$ cat config.mk
export PLATFORM = sky130hd
export DESIGN_NAME = host_cmd_ctrl
export DESIGN_NICKNAME = d
export VERILOG_FILES = /design/src/rtl/host_cmd_pkg.sv /design/src/rtl/rsp_fifo.sv /design/src/rtl/host_cmd_ctrl.sv
export SDC_FILE = /design/constraint.sdc
export NUM_CORES = 1
export LEC_CHECK = 0
export CAP_MARGIN = 25
export CORE_UTILIZATION = 48
export DETAILED_ROUTE_END_ITERATION = 10
export PLACE_DENSITY = 0.83
export SYNTH_ARGS = -nofsm -noshare
export SYNTH_HDL_FRONTEND = slang
export SYNTH_SLANG_ARGS = --single-unit
$ cat constraint.sdc
create_clock -name clk -period 1.77 [get_ports clk]
set_clock_uncertainty 0.05 [all_clocks]
set_input_delay 0.354 -clock clk [delete_from_list [all_inputs] [get_ports clk]]
set_output_delay 0.354 -clock clk [all_outputs]
set_load 0.02 [all_outputs]
$ cat src/rtl/host_cmd_pkg.sv
// Shared constants and FSM state type for the host command controller.
package host_cmd_pkg;

  localparam logic [7:0] CMD_RESET      = 8'hFF;
  localparam logic [7:0] CMD_START_BASE = 8'hF0;

  localparam logic [7:0] RSP_START_BASE = 8'hA0;
  localparam logic [7:0] RSP_STOPPED    = 8'hAF;
  localparam logic [7:0] RSP_FORCED     = 8'hAE;
  localparam logic [7:0] RSP_NAK        = 8'h15;
  localparam logic [7:0] RSP_TIMEOUT    = 8'hE2;

  typedef enum logic [1:0] {
    IDLE = 2'd0,
    RUN  = 2'd1,
    PEND = 2'd2
  } state_e;

endpackage

$ cat src/rtl/rsp_fifo.sv
// Response byte FIFO: never back-pressures the writer, drops on overflow and
// latches a sticky overflow flag until reset.
module rsp_fifo #(
  parameter int DEPTH = 4
) (
  input  logic       clk,
  input  logic       reset_n,
  input  logic       push_i,
  input  logic [7:0] data_i,
  input  logic       rdy_i,
  output logic [7:0] data_o,
  output logic       valid_o,
  output logic       ovf_o
);

  localparam int AW = $clog2(DEPTH);

  logic [7:0]  mem [DEPTH];
  logic [AW:0] wrPtr_q, rdPtr_q;
  logic        ovf_q;
  logic        empty, full, pop, doPush;

  // Pointers carry one extra wrap bit so full and empty are distinguishable.
  assign empty  = (wrPtr_q == rdPtr_q);
  assign full   = (wrPtr_q[AW] != rdPtr_q[AW]) && (wrPtr_q[AW-1:0] == rdPtr_q[AW-1:0]);
  assign pop    = !empty && rdy_i;
  assign doPush = push_i && (!full || pop);

  always_ff @(posedge clk or negedge reset_n) begin
    if (!reset_n) begin
      wrPtr_q <= '0;
      rdPtr_q <= '0;
      ovf_q   <= 1'b0;
    end else begin
      if (doPush) wrPtr_q <= wrPtr_q + (AW+1)'(1);
      if (pop)    rdPtr_q <= rdPtr_q + (AW+1)'(1);
      if (push_i && !doPush) ovf_q <= 1'b1;
    end
  end

  always_ff @(posedge clk) begin
    if (doPush) mem[wrPtr_q[AW-1:0]] <= data_i;
  end

  assign data_o  = empty ? 8'h00 : mem[rdPtr_q[AW-1:0]];
  assign valid_o = !empty;
  assign ovf_o   = ovf_q;

endmodule

$ cat src/rtl/host_cmd_ctrl.sv
// Host command controller: decodes START/RESET bytes, drives one channel enable
// and queues a status byte per command. Optional stop timeout: HOST_CMD_TIMEOUT_EN.
module host_cmd_ctrl
  import host_cmd_pkg::*;
#(
  parameter int NUM_CH    = 4,
  parameter int RSP_DEPTH = 4,
  parameter int TMO_W     = 24
) (
  input  logic              clk,
  input  logic              reset_n,
  input  logic [7:0]        rx_d,
  input  logic              rx_rdy,
  input  logic [NUM_CH-1:0] ch_done,
  output logic [NUM_CH-1:0] ch_enable,
  output logic              busy,
  output logic [7:0]        rsp_d,
  output logic              rsp_valid,
  input  logic              rsp_ready,
  output logic              rsp_ovf
);

  if (NUM_CH < 1 || NUM_CH > 8 || RSP_DEPTH < 2 || TMO_W < 1) begin : g_param_check
    $error("host_cmd_ctrl: parameter out of range");
  end

  state_e      state_q, state_d;
  logic [2:0]  activeCh_q, activeCh_d;
  logic [NUM_CH-1:0] chMask;
  logic        isReset, isStart, startOk, doneAct, tmoHit;
  logic        push;
  logic [7:0]  pushData;

  assign isReset = rx_rdy && (rx_d == CMD_RESET);
  assign isStart = rx_rdy && (rx_d[7:3] == CMD_START_BASE[7:3]);
  assign startOk = 32'(rx_d[2:0]) < NUM_CH;
  assign chMask  = NUM_CH'(1) << activeCh_q;
  assign doneAct = |(ch_done & chMask);

`ifdef HOST_CMD_TIMEOUT_EN
  logic [TMO_W-1:0] tmoCnt_q;

  // Counter sits at zero outside PEND, so it starts fresh on every entry.
  always_ff @(posedge clk or negedge reset_n) begin
    if (!reset_n)              tmoCnt_q <= '0;
    else if (state_q != PEND)  tmoCnt_q <= '0;
    else                       tmoCnt_q <= tmoCnt_q + TMO_W'(1);
  end

  assign tmoHit = (state_q == PEND) && (tmoCnt_q == '1);
`else
  assign tmoHit = 1'b0;
`endif

  always_ff @(posedge clk or negedge reset_n) begin
    if (!reset_n) begin
      state_q    <= IDLE;
      activeCh_q <= '0;
    end else begin
      state_q    <= state_d;
      activeCh_q <= activeCh_d;
    end
  end

  // At most one response per cycle; in PEND done beats RESET beats timeout.
  always_comb begin
    state_d    = state_q;
    activeCh_d = activeCh_q;
    push       = 1'b0;
    pushData   = 8'h00;
    unique case (state_q)
      IDLE: begin
        if (isReset) begin
          push     = 1'b1;
          pushData = RSP_STOPPED;
        end else if (isStart) begin
          push = 1'b1;
          if (startOk) begin
            state_d    = RUN;
            activeCh_d = rx_d[2:0];
            pushData   = RSP_START_BASE | {5'd0, rx_d[2:0]};
          end else begin
            pushData = RSP_NAK;
          end
        end
      end
      RUN: begin
        if (isStart) begin
          push     = 1'b1;
          pushData = RSP_NAK;
        end else if (isReset) begin
          if (doneAct) begin
            state_d  = IDLE;
            push     = 1'b1;
            pushData = RSP_STOPPED;
          end else begin
            state_d = PEND;
          end
        end
      end
      PEND: begin
        if (doneAct) begin
          state_d  = IDLE;
          push     = 1'b1;
          pushData = RSP_STOPPED;
        end else if (isReset) begin
          state_d  = IDLE;
          push     = 1'b1;
          pushData = RSP_FORCED;
        end else if (tmoHit) begin
          state_d  = IDLE;
          push     = 1'b1;
          pushData = RSP_TIMEOUT;
        end else if (isStart) begin
          push     = 1'b1;
          pushData = RSP_NAK;
        end
      end
      default: state_d = IDLE;
    endcase
  end

  assign busy      = (state_q != IDLE);
  assign ch_enable = busy ? chMask : '0;

  rsp_fifo #(.DEPTH(RSP_DEPTH)) u_rsp_fifo (
    .clk     (clk),
    .reset_n (reset_n),
    .push_i  (push),
    .data_i  (pushData),
    .rdy_i   (rsp_ready),
    .data_o  (rsp_d),
    .valid_o (rsp_valid),
    .ovf_o   (rsp_ovf)
  );

endmodule

==> impl_results.md, run 1 <==
* Layout area overhead at 49.9%
* Ant diodes at 0
* Area leader, netlist: edfxtp_1
* Sequential power share at 0.298
* Seq/Total Area, Yosys at 0.540
* Routed len/inst at 16.1 um
* Final worst setup slack at -0.218 ns
* Fin nets at 233
* Sw Ratio at 0.333
* Fin. max-slew vios at 0
* Syn Nets at 163
* DRT Pass-1 Iters at 4
* Failing checks: negative setup slack
* Die W at 64.7 um
* Initial Utilization at 0.508
* Clock sinks at 36
* Status: complete, but fails checks
* Post-synth EDFFs at 24
* Initial drt markers at 59
* P_int at 2.52 mW
* Routability Congestion at 0.842
* Critical path class: flop to output port
* Power Dens Cells at 1330 nW/um2
* Final period util at 1.12
* Synth Warn # at 0
* Count leader, synth: edfxtp_1
* Number of input and output port buffers inserted at 29
* Critical path required time at 1.37 ns
* Clk slew on worst S/H paths at 0.07 ns
* FF-to-FF setup slack at -0.16 ns
* Fin. Hold Viols at 0
* Ys async rst share at 0.333
* Top FF cell, synth: edfxtp_1
* Largest net degree at the start of global routing at 13
* Routed Antenna Nets at 0
* Combinational Power Share at 0.518
* Max FO, Critical Path at 6
* F_max at 503 MHz
* Grt total ovfl at 0
* TritonCTS clock tree: yes
* Clock network fraction of total power at 0.184
* Vias at 1414
* Final WL at 4.22 mm
* Max-cap violations at 0
* Vias in the first global route at 1382
* Setup_tns at -6.20 ns
* Minimum clock period at 1.99 ns
* Peak supply drop at 0.584 mV
* Gr usage total at 0.207
* Share of the synthesized area in the top cell type at 0.381
* Critical Path AT at 1.58 ns
* Core Rows at 22
* Cts bufs inserted at 5
* Vias per cell at 5.42
* First-pass GRT wire length at 6.42 mm
* Startpoint Class: flop
* Pleak at 1.23 nW
* DRC at 0
* Synth Cell Area at 1890 um2
* RSZ-0062 raised after global routing: yes
* Synthesis-stage register bit count at 36
* Mapped Cells at 142
* # H-tree levels at 2
* Top cells by count, synth: edfxtp_1, dfrtp_1, nand2_1
* Worst-Skew Late Latency at 0.28 ns
* Ports at 31
* Die height at 64.7 um
* Die Area at 4190 um2
* Synth area leaders: edfxtp_1, dfrtp_1, mux4_2
* Number of antenna violations at the first check in global routing at 0
* Final setup fails at 54
* Syn_area_per_cell at 13.3 um2
* Yosys cell types at 44
* Net Switching at 1.26 mW
* Final core occ at 0.762
* Crit. End Element: output port
* Cts hold-fix bufs at 0
* Core area at 3720 um2
* Hold WC Path Type: input port to asynchronous set/reset pin
* Dpl hpwl at 2.81 mm
* Final Power at 3.78 mW
* Share of layout cells above drive strength 1 at 0.498
* Longest Clk Path Bufs at 2
* CTS root buffer: clkbuf_8
[worst max-delay path, cell delays in order, from the launching register on]
cell     delay (ns)
dfrtp_1        0.39
buf_12         0.14
mux4_2         0.49
and2_4         0.17
buf_6          0.12
[path summary, 6_finish.rpt]
path | cells after the start | end | from
worst min register to register | 1 | u_rsp_fifo.ovf_o | u_rsp_fifo.ovf_o
worst max register to register | 6 | u_rsp_fifo.mem[1][0] | activeCh_q[0]
worst max-delay path | 4 | rsp_d[2] | u_rsp_fifo.rdPtr_q[0]
min in group clk | 1 | u_rsp_fifo.ovf_o | u_rsp_fifo.ovf_o
worst min-delay path | 2 | activeCh_q[1] | reset_n
max in group asynchronous | 2 | u_rsp_fifo.rdPtr_q[1] | reset_n
[power groups by stage]
stage | registers, mW | clock network, mW | logic [mW]
detailed placement | 1.10 | 0 | 1.62
global placement | 1.09 | 0 | 1.57
finish | 1.13 | 0.697 | 1.96
floorplan | 1.07 | 0 | 0.929
global route | 1.14 | 0.734 | 2.10
CTS | 1.11 | 0.699 | 1.82
[per-layer routing]
layer  global-route usage  part of all wire  vias to the layer above  wire length [um]
met5                    0                 0                        -                 0
met4               0.0694             0.031                        0               130
met3               0.0475             0.043                       13               180
met2                0.353              0.53                       48              2210
met1                0.259              0.40                      696              1690
li1                     -                 -                      657                 -
[final cells by class]
type	instances	area [um2]
clock inverters	2	35.0
repair buffers	70	634
multi-input cells	94	987
clock buffers	6	72.6
inverters	5	18.8
flip-flops and latches	36	1020
fillers	236	883
well taps	48	60.1
[kinds of logic (layout without fill, tap and decap cells)]
logic type | Yosys count | count (layout) | share of synthesized area
AOI/OAI and AO/OA | 20 | 20 | 0.108
other | 1 | 1 | 0.00198
and+or+nand+nor | 49 | 49 | 0.143
buffers and inverters | 12 | 83 | 0.0298
adders and majority gates | 5 | 5 | 0.0331
DFF | 36 | 36 | 0.540
muxes | 12 | 12 | 0.111
xor gates and xnor gates | 7 | 7 | 0.0325
[layout by cell type (no fill, tap or decap), types with 2 or more instances in the layout]
master,n
clkdlybuf4s50_1,5
mux2_4,3
inv_1,5
nor2_4,2
edfxtp_1,24
mux2_1,3
a2bb2oi_1,2
buf_6,18
dfrtp_1,9
mux4_2,6
xnor2_4,2
dfrtp_2,3
or2_4,2
ha_1,5
and2_1,4
dlygate4sd2_1,11
clkbuf_8,5
buf_4,33
o21ai_2,2
nand2_1,9
and2_4,5
xnor2_1,3
nor2_1,5
nor2_2,2
nand3_1,3
a21o_1,3
[stage by stage]
stage | setup WS (ns) | std cells | instance area [um2] | hold slack, ns
CTS | -0.233 | 255 | 2660 | 0.343
floorplan | -0.0663 | 142 | 1920 | 0.00841
global placement | -0.522 | 243 | 2470 | 0.408
detailed placement | -0.588 | 243 | 2470 | 0.398
global route | -0.272 | 261 | 2830 | 0.341
finish | -0.218 | 261 | 2830 | 0.335
[sequential cells by signal (all words and copies together), names as in the netlist]
register	flops
u_rsp_fifo.ovf_o	1
activeCh_q	3
state_q	2
u_rsp_fifo.mem	24
u_rsp_fifo.rdPtr_q	3
u_rsp_fifo.wrPtr_q	3
[what timing repair did]
action / 4_1_cts / 5_1_grt
setup endpoints to repair: 64 / 65
buffers inserted: 4 / 6
gates resized for setup: 99 / 26
pin swaps: 15 / 9
Note: power is estimated with default switching activity, not from simulation.
==> run 2, diff against run 1 <==
- SLEW_MARGIN: default -> 15
==> results of run 2 <==
Final layout, timing and power as in run 1 (identical DEF).
==> run 3, diff against run 2 <==
- SETUP_SLACK_MARGIN: default -> 0.4
==> impl_results.md, run 3 (synthesized netlist as in run 1, its figures left out) <==
* Status: complete, but fails checks
* Failing checks: negative setup slack
* Die height at 64.7 um (unchanged)
* Max reg flops at 24 (unchanged)
* Critical path class: flop to output port
* First-pass GRT wire length at 7.43 mm (+16%)
* Most frequent cells in the layout: buf_4, buf_6, edfxtp_1
* Number of input and output port buffers inserted at 29 (unchanged)
* Die W at 64.7 um (unchanged)
* Final Hold Slack at 0.341 ns (+0.00580 ns)
* Met2 Track Usage GR at 0.464 (+0.111)
* Worst-Skew Late Latency at 0.29 ns (about the same)
* Buf/Inv on CP at 2 (unchanged)
* Vias in the first global route at 1562 (+13%)
* F_max at 492 MHz (-2.2%)
* Core area at 3720 um2 (unchanged)
* Final worst setup slack at -0.262 ns (-0.0445 ns)
* Placed Area at 2600 um2 (+5.3%)
* Critical path required time at 1.37 ns (about the same)
* Initial drt markers at 69 (+17%)
* TritonCTS clock tree: yes
* WP depth at 4 (unchanged)
* Hold WC Path Type: input port to asynchronous set/reset pin
* CP peak stage delay at 0.50 ns (about the same)
* Final setup fails at 61 (+13%)
* DRT Pass-1 Iters at 4 (unchanged)
* R2r startpoint: activeCh_q[0]
* Max FO, Critical Path at 6 (unchanged)
* Final Power at 4.05 mW (+7.3%)
* Cts hold-fix bufs at 0 (unchanged)
* FF-to-FF path depth at 5 (-1)
* Clk slew on worst S/H paths at 0.08 ns (about the same)
* CTS root buffer: clkbuf_8
* Met3 track demand over resource at 0.0493 (+0.00176)
* CP max-delay cell: mux4_2
* Layout Cells excl Fill at 274 (+5.0%)
* Max-cap violations at 0 (unchanged)
* Gr usage total at 0.247 (+0.0392)
* Fin. Hold Viols at 0 (unchanged)
* Number of antenna violations at the first check in global routing at 0 (unchanged)
* Clock sinks at 36 (unchanged)
* Grt total ovfl at 0 (unchanged)
* Power Dens Cells at 1320 nW/um2 (-0.92%)
* Ports at 31 (unchanged)
* # H-tree levels at 2 (unchanged)
* Most common cell after layout, fill and taps aside: buf_4
* Startpoint Class: flop
* Final WL at 5.43 mm (+29%)
* Dpl hpwl at 3.15 mm (+12%)
* Largest net degree at the start of global routing at 13 (unchanged)
* Core Rows at 22 (unchanged)
* Share of layout cells above drive strength 1 at 0.597 (+0.0997)
* M1 GR Usage at 0.269 (+0.0102)
* Pleak at 1.31 nW (+6.6%)
* Final instance area at 3070 um2 (+8.3%)
* Vias per cell at 5.65 (+4.2%)
* GRT busiest layer: met2
* RSZ-0062 raised after global routing: yes
* Layout area overhead at 62.3%
* Peak supply drop at 1.05 mV (+79%)
* Final period util at 1.15 (+0.0252)
* Crit. End Element: output port
* Vias at 1547 (+9.4%)
* Routed Antenna Nets at 0 (unchanged)
* Setup crit start: u_rsp_fifo.rdPtr_q[0]
* Cts bufs inserted at 5 (unchanged)
* Post-placement setup slack at -0.548 ns (+0.0399 ns)
* Placed cells at 248 (+2.1%)
* Fin nets at 246 (+5.6%)
* Fin. max-slew vios at 0 (unchanged)
* DRC at 0 (unchanged)
* Longest Clk Path Bufs at 2 (unchanged)
* Minimum clock period at 2.03 ns (+0.0445 ns)
* Largest delay share family, worst path: multiplexers
* Cells along the critical path: buf_12 > mux4_2 > and2_4 > buf_6
* Routed len/inst at 19.8 um (+23%)
* Routability Congestion at 0.856 (+1.8%)
* Die Area at 4190 um2 (unchanged)
* Critical Path AT at 1.63 ns (+0.05 ns)
* Ant diodes at 0 (unchanged)
* Initial Utilization at 0.508 (unchanged)
run 3: cell types whose count changed in the layout (fill, tap and decap cells not counted), moves of 2 or more:
cell and change:
nor2_4 +2, dlygate4sd2_1 -5, nand3_2 +2, clkdlybuf4s15_1 +4, nand2_1 -2, o21ai_2 -2
mux2_4 +3, o21ai_4 +2, and2_4 +4, mux2_1 -3, buf_4 +3, and2_1 -4
buf_6 +11, nand3_1 -2
run 3: worst paths after layout:
| kind | end | slack, ns |
|---|---|---|
| worst max-delay path | rsp_d[3] | -0.26 |
| worst min-delay path | u_rsp_fifo.rdPtr_q[0] | 0.34 |
| worst max register to register | u_rsp_fifo.mem[3][5] | -0.25 |
| worst min register to register | u_rsp_fifo.ovf_o | 0.44 |
| max in group asynchronous | activeCh_q[2] | 1.13 |
| min in group clk | u_rsp_fifo.ovf_o | 0.44 |
run 3: cell type report:
cell class | instances | area [um2]
clock buffer | 6 | 72.6
clock inverter | 2 | 35.0
fill | 177 | 649
inverter | 5 | 21.3
multi-input combinational | 94 | 1080
sequential | 36 | 1020
tap | 48 | 60.1
timing repair buffer | 83 | 776
run 3: per-stage QoR:
stage,TNS [ns],utilization
after global placement,-24.63,0.699
after detailed placement,-27.94,0.699
final,-10.37,0.825
after global routing,-13.63,0.825
after floorplan,-0.943,-
after CTS,-6.33,0.778
run 3: worst reg2reg max path: stages (launching register included):
cell,delay [ns]
dfrtp_2,0.45
mux2_4,0.33
a22oi_4,0.34
or3_1,0.23
o21ai_4,0.10
or2_4,0.26
run 3: timing repair:
| item | 4_1_cts | 5_1_grt |
|---|---|---|
| setup buffers | 13 | 5 |
| resized for setup | 114 | 31 |
| setup endpoints to repair | 72 | 73 |
| pin swaps | 15 | 15 |
run 3: layer usage:
layer,wire length [um],share of wire
met1,2120,0.39
met2,2990,0.55
met3,216,0.040
met4,111,0.020
met5,0,0
run 3: power breakdown:
part	switching (mW)	total, mW	internal [mW]
clock	0.311	0.729	0.418
combinational	0.973	2.22	1.24
sequential	0.121	1.11	0.985
total	1.40	4.05	2.65
